`src/rtl/function_dispatcher.sv`:
```
// Clocked front end for the asynchronous function chooser: queues requests, issues them one-hot,
// waits for a synchronized finish and re-arms the chooser. Define FUNCTION_DISPATCHER_RR_EN for round-robin.
module function_dispatcher #(
  parameter int N          = 2,
  parameter int TIMEOUT    = 64,
  parameter int RST_CYCLES = 2,
  parameter int IDXW       = (N > 1) ? $clog2(N) : 1
) (
  input  logic            clk,
  input  logic            rst,
  input  logic [N-1:0]    req_in,
  output logic [N-1:0]    ch_reqs,
  output logic            ch_rst,
  input  logic            ch_fin,
  input  logic [N-1:0]    ch_sets,
  output logic            done,
  output logic [IDXW-1:0] done_idx,
  output logic            err,
  output logic            busy
);

  localparam int CW = $clog2(TIMEOUT + RST_CYCLES) + 1;

  typedef enum logic [1:0] {ARM, IDLE, WAIT} state_t;

  state_t          state, state_n;
  logic            f1, f2, f3;
  logic [N-1:0]    sets_1, sets_s;
  logic [N-1:0]    pending;
  logic [IDXW-1:0] ptr, ptr_n;
  logic [IDXW-1:0] idx_q, idx_n;
  logic [CW-1:0]   cnt, cnt_n;
  logic [N-1:0]    ch_reqs_n;
  logic            ch_rst_n;
  logic            done_n, err_n;
  logic [IDXW-1:0] done_idx_n;
  logic [N-1:0]    clr_mask;
  logic            fin_rise;
  logic [IDXW-1:0] sel_idx;
  logic            sel_found;
`ifdef FUNCTION_DISPATCHER_RR_EN
  int unsigned     rr_j;
`endif

  assign fin_rise = f2 & ~f3;
  assign busy     = (state != IDLE);

  // Index selection from the pending set
  always_comb begin
    sel_idx   = '0;
    sel_found = 1'b0;
`ifdef FUNCTION_DISPATCHER_RR_EN
    rr_j      = 0;
    for (int unsigned k = 0; k < unsigned'(N); k++) begin
      rr_j = (k + 32'(ptr)) % unsigned'(N);
      if (!sel_found && |(pending & (N'(1) << rr_j))) begin
        sel_idx   = IDXW'(rr_j);
        sel_found = 1'b1;
      end
    end
`else
    for (int unsigned k = 0; k < unsigned'(N); k++) begin
      if (!sel_found && |(pending & (N'(1) << k))) begin
        sel_idx   = IDXW'(k);
        sel_found = 1'b1;
      end
    end
`endif
  end

  always_comb begin
    state_n    = state;
    cnt_n      = cnt;
    ch_reqs_n  = ch_reqs;
    ch_rst_n   = ch_rst;
    done_n     = 1'b0;
    err_n      = 1'b0;
    done_idx_n = done_idx;
    idx_n      = idx_q;
    ptr_n      = ptr;
    clr_mask   = '0;
    case (state)
      ARM: begin
        ch_reqs_n = '0;
        ch_rst_n  = 1'b1;
        if (cnt == CW'(RST_CYCLES - 1)) begin
          ch_rst_n = 1'b0;
          cnt_n    = '0;
          state_n  = IDLE;
        end else begin
          cnt_n = cnt + CW'(1);
        end
      end
      IDLE: begin
        if (|pending) begin
          ch_reqs_n = N'(1) << sel_idx;
          clr_mask  = N'(1) << sel_idx;
          idx_n     = sel_idx;
          ptr_n     = (sel_idx == IDXW'(N - 1)) ? '0 : sel_idx + IDXW'(1);
          cnt_n     = '0;
          state_n   = WAIT;
        end
      end
      WAIT: begin
        cnt_n = cnt + CW'(1);
        // A finish seen in the timeout cycle still counts as a completion
        if (fin_rise) begin
          done_n     = 1'b1;
          done_idx_n = idx_q;
          err_n      = (sets_s != (N'(1) << idx_q));
          ch_reqs_n  = '0;
          ch_rst_n   = 1'b1;
          cnt_n      = '0;
          state_n    = ARM;
        end else if (cnt == CW'(TIMEOUT - 1)) begin
          err_n     = 1'b1;
          ch_reqs_n = '0;
          ch_rst_n  = 1'b1;
          cnt_n     = '0;
          state_n   = ARM;
        end
      end
      default: begin
        ch_reqs_n = '0;
        ch_rst_n  = 1'b1;
        cnt_n     = '0;
        state_n   = ARM;
      end
    endcase
  end

  always_ff @(posedge clk) begin
    if (rst) begin
      state    <= ARM;
      f1       <= 1'b0;
      f2       <= 1'b0;
      f3       <= 1'b0;
      sets_1   <= '0;
      sets_s   <= '0;
      pending  <= '0;
      ptr      <= '0;
      idx_q    <= '0;
      cnt      <= '0;
      ch_reqs  <= '0;
      ch_rst   <= 1'b1;
      done     <= 1'b0;
      done_idx <= '0;
      err      <= 1'b0;
    end else begin
      state    <= state_n;
      f1       <= ch_fin;
      f2       <= f1;
      f3       <= f2;
      sets_1   <= ch_sets;
      sets_s   <= sets_1;
      pending  <= (pending & ~clr_mask) | req_in;
      ptr      <= ptr_n;
      idx_q    <= idx_n;
      cnt      <= cnt_n;
      ch_reqs  <= ch_reqs_n;
      ch_rst   <= ch_rst_n;
      done     <= done_n;
      done_idx <= done_idx_n;
      err      <= err_n;
    end
  end

endmodule
```
`config.mk`:
```
export PLATFORM = sky130hd
export DESIGN_NAME = function_dispatcher
export DESIGN_NICKNAME = d
export VERILOG_FILES = /design/src/rtl/function_dispatcher.sv
export SDC_FILE = /design/constraint.sdc
export NUM_CORES = 1
export LEC_CHECK = 0
export BUFFER_PORTS_ARGS = -buffer_cell sky130_fd_sc_hd__buf_2
export CAP_MARGIN = 10
export CORE_UTILIZATION = 45
export CTS_BUF_LIST = sky130_fd_sc_hd__clkbuf_2
export CTS_CLUSTER_DIAMETER = 40
export DETAILED_ROUTE_END_ITERATION = 7
export PLACE_DENSITY = 0.66
export SYNTH_ARGS = -nofsm -noshare
export SYNTH_HDL_FRONTEND = slang
export SYNTH_SLANG_ARGS = --single-unit
```
`constraint.sdc`:
```
create_clock -name clk -period 3.4 [get_ports clk]
set_input_delay 0.51 -clock clk [delete_from_list [all_inputs] [get_ports clk]]
set_output_delay 0.51 -clock clk [all_outputs]
set_load 0.01 [all_outputs]
```
==> impl_metrics.env <==
export IMPL_outcome="complete, no violations"
export IMPL_num_io_pins=14
export IMPL_crit_fanout=11
export IMPL_die_x_um=51.6
export IMPL_yosysTopAreaCellShare=0.471
export IMPL_drt_iter0_markers=17
export IMPL_p_leak_nw=0.450
export IMPL_criticalPathCategory="register to register"
export IMPL_yosys_warnings=0
export IMPL_grtUsageTotal=0.157
export IMPL_final_max_slew_viol_count=0
export IMPL_finalPower_mw=0.796
export IMPL_grt_max_degree=27
export IMPL_clock_latency_ns=0.34
export IMPL_routedWlPerCell_um=11.6
export IMPL_synthCells=126
export IMPL_vias_per_cell=5.37
export IMPL_syn_area_per_cell_um2=8.78
export IMPL_clockRootBuffer="clkbuf_2"
export IMPL_worstSetupStartpointType="register"
export IMPL_place_gp_congestion=0.688
export IMPL_start_util=0.491
export IMPL_insertedDiodeCount=0
export IMPL_layout_nets=149
export IMPL_antenna_left=0
export IMPL_cts_resized=0
export IMPL_rows=17
export IMPL_required_ns=3.70
export IMPL_yosysSeqAreaShare=0.471
export IMPL_cts_tree="done"
export IMPL_firstDrtPassIters=4
export IMPL_route_detailed_drc=0
export IMPL_synth_edf_count=0
export IMPL_vias=896
export IMPL_grt_pass1_vias=785
export IMPL_async_reset_ff_frac=0
export IMPL_maxCapViolCount=0
export IMPL_cts_hold_buffers=0
export IMPL_worstPathArrival_ns=2.39
export IMPL_hold_class="input pin to register"
export IMPL_clock_sinks=26
export IMPL_synth_top_area_cell="dfxtp_1"
export IMPL_ir_worst_vdd_mv=0.374
export IMPL_powerDensity_mw_per_mm2=649
export IMPL_coreArea_mm2=0.00225
export IMPL_hold_ws_ns=0.350
export IMPL_post_cts_buffers=0
export IMPL_fp_dieH_um=51.6
export IMPL_antenna_found_initial=0
export IMPL_setup_violations=0
export IMPL_drive_gt1_frac=0.158
export IMPL_mostFrequentLayoutCells="dfxtp_1 (26), nand2_1 (17), nor2_1 (16), buf_2 (13), a21oi_1 (9)"
export IMPL_fmax_mhz=479
export IMPL_ys_types=28
export IMPL_layout_commonest_cell="dfxtp_1"
export IMPL_netlist_area_mm2=0.00111
export IMPL_die_area_mm2=0.00266
export IMPL_setup_tns_ns=0
export IMPL_clk_pin_slew_ns=0.23
export IMPL_cts_htree_levels=1
export IMPL_syn_nets=135
export IMPL_cts_buffer_depth=2
export IMPL_rsz0062_at_grt="false"
export IMPL_grt_pass1_wl_um=3140
export IMPL_clock_skew_ns=0.00164
export IMPL_syn_to_final_growth_pct=11.0
export IMPL_dpl_hpwl_um=1390
export IMPL_end_kind="register"
export IMPL_io_buffers=13
export IMPL_ys_flop_type="dfxtp_1"
export IMPL_cts_made_buffers=3
export IMPL_grt_overflow=0
export IMPL_synth_seq_cells=26
export IMPL_ys_top_cells_by_area="dfxtp_1 (47%), nand2_1 (5.8%), nor2_1 (5.4%)"
export IMPL_period_share=0.614
export IMPL_final_min_clock_period_ns=2.09
export IMPL_routed_wl_um=1940
export IMPL_hold_viol_final=0
export IMPL_slew_headroom=0.220
export IMPL_worst_pin_slew_ns=1.16
## cell usage after synthesis, types with 3 or more instances
cell type,n
dfxtp_1,26
nand2_1,17
nor2_1,16
a21oi_1,9
nor2b_1,7
a31oi_1,6
nand2b_1,5
nor3_1,5
inv_1,4
nand3_1,4
nand3b_1,4
o21ai_0,3
## stage by stage
| step | util | cell area, µm² | instances | setup slack (ns) |
|---|---|---|---|---|
| after floorplan | - | 1110 | 126 | 1.80 |
| after detailed placement | 0.524 | 1180 | 163 | 1.34 |
| final | 0.544 | 1230 | 167 | 1.31 |
| after CTS | 0.544 | 1230 | 167 | 1.28 |
| after global routing | 0.544 | 1230 | 167 | 1.00 |
| after global placement | 0.524 | 1180 | 163 | 1.48 |
## sequential cells by signal (all words and copies together), names as in the netlist, 2 cells and up
register,flops
pending,2
ch_reqs,2
state,2
sets_s,2
sets_1,2
cnt,8
## report_power, final
part           switching, mW  internal, mW  total (mW)
sequential            0.0363         0.340       0.376
clock                 0.0899         0.101       0.191
combinational          0.130        0.0986       0.229
total                  0.256         0.540       0.796
## worst paths after layout
| path | start | depth (start not counted) | slack (ns) | endpoint |
|---|---|---|---|---|
| max | state[0] | 5 | 1.31 | ch_reqs[0] |
| min | ch_sets[0] | 2 | 0.35 | sets_1[0] |
| max reg2reg | state[0] | 5 | 1.31 | ch_reqs[0] |
| min reg2reg | f1 | 1 | 0.46 | f2 |
## layout make-up
cell class | instances | area, µm²
multi-input cells | 92 | 547
fillers | 220 | 1030
flip-flops and latches | 26 | 520
repair buffers | 13 | 65.1
well taps | 28 | 35.0
clock buffers | 3 | 15.0
clock inverters | 1 | 30.0
inverters | 4 | 15.0
## worst max-delay path, cell delays in order, from the launching register on
cell and delay, ns:
dfxtp_1 0.49, and2b_1 0.19, inv_1 0.09, nor3_1 0.89
o21ai_0 0.21, a21oi_1 0.18
## cell families (layout without fill, tap and decap cells)
group	count (synthesis)	in the layout	share of synthesized area
and+or+nand+nor	67	67	0.326
buffers and inverters	8	21	0.0351
muxes	2	2	0.0181
adders and majority gates	2	2	0.0226
DFF	26	26	0.471
AOI/OAI and AO/OA	21	21	0.128
## per-layer routing
metal / track usage / vias up / part of all wire
met1: 0.179 / 411 / 0.46
met2: 0.290 / 22 / 0.49
met5: 0 / - / 0
met4: 0.0541 / 0 / 0.0098
li1: - / 461 / -
met3: 0.0292 / 2 / 0.039
No activity file was read; power rests on OpenSTA's default activity.
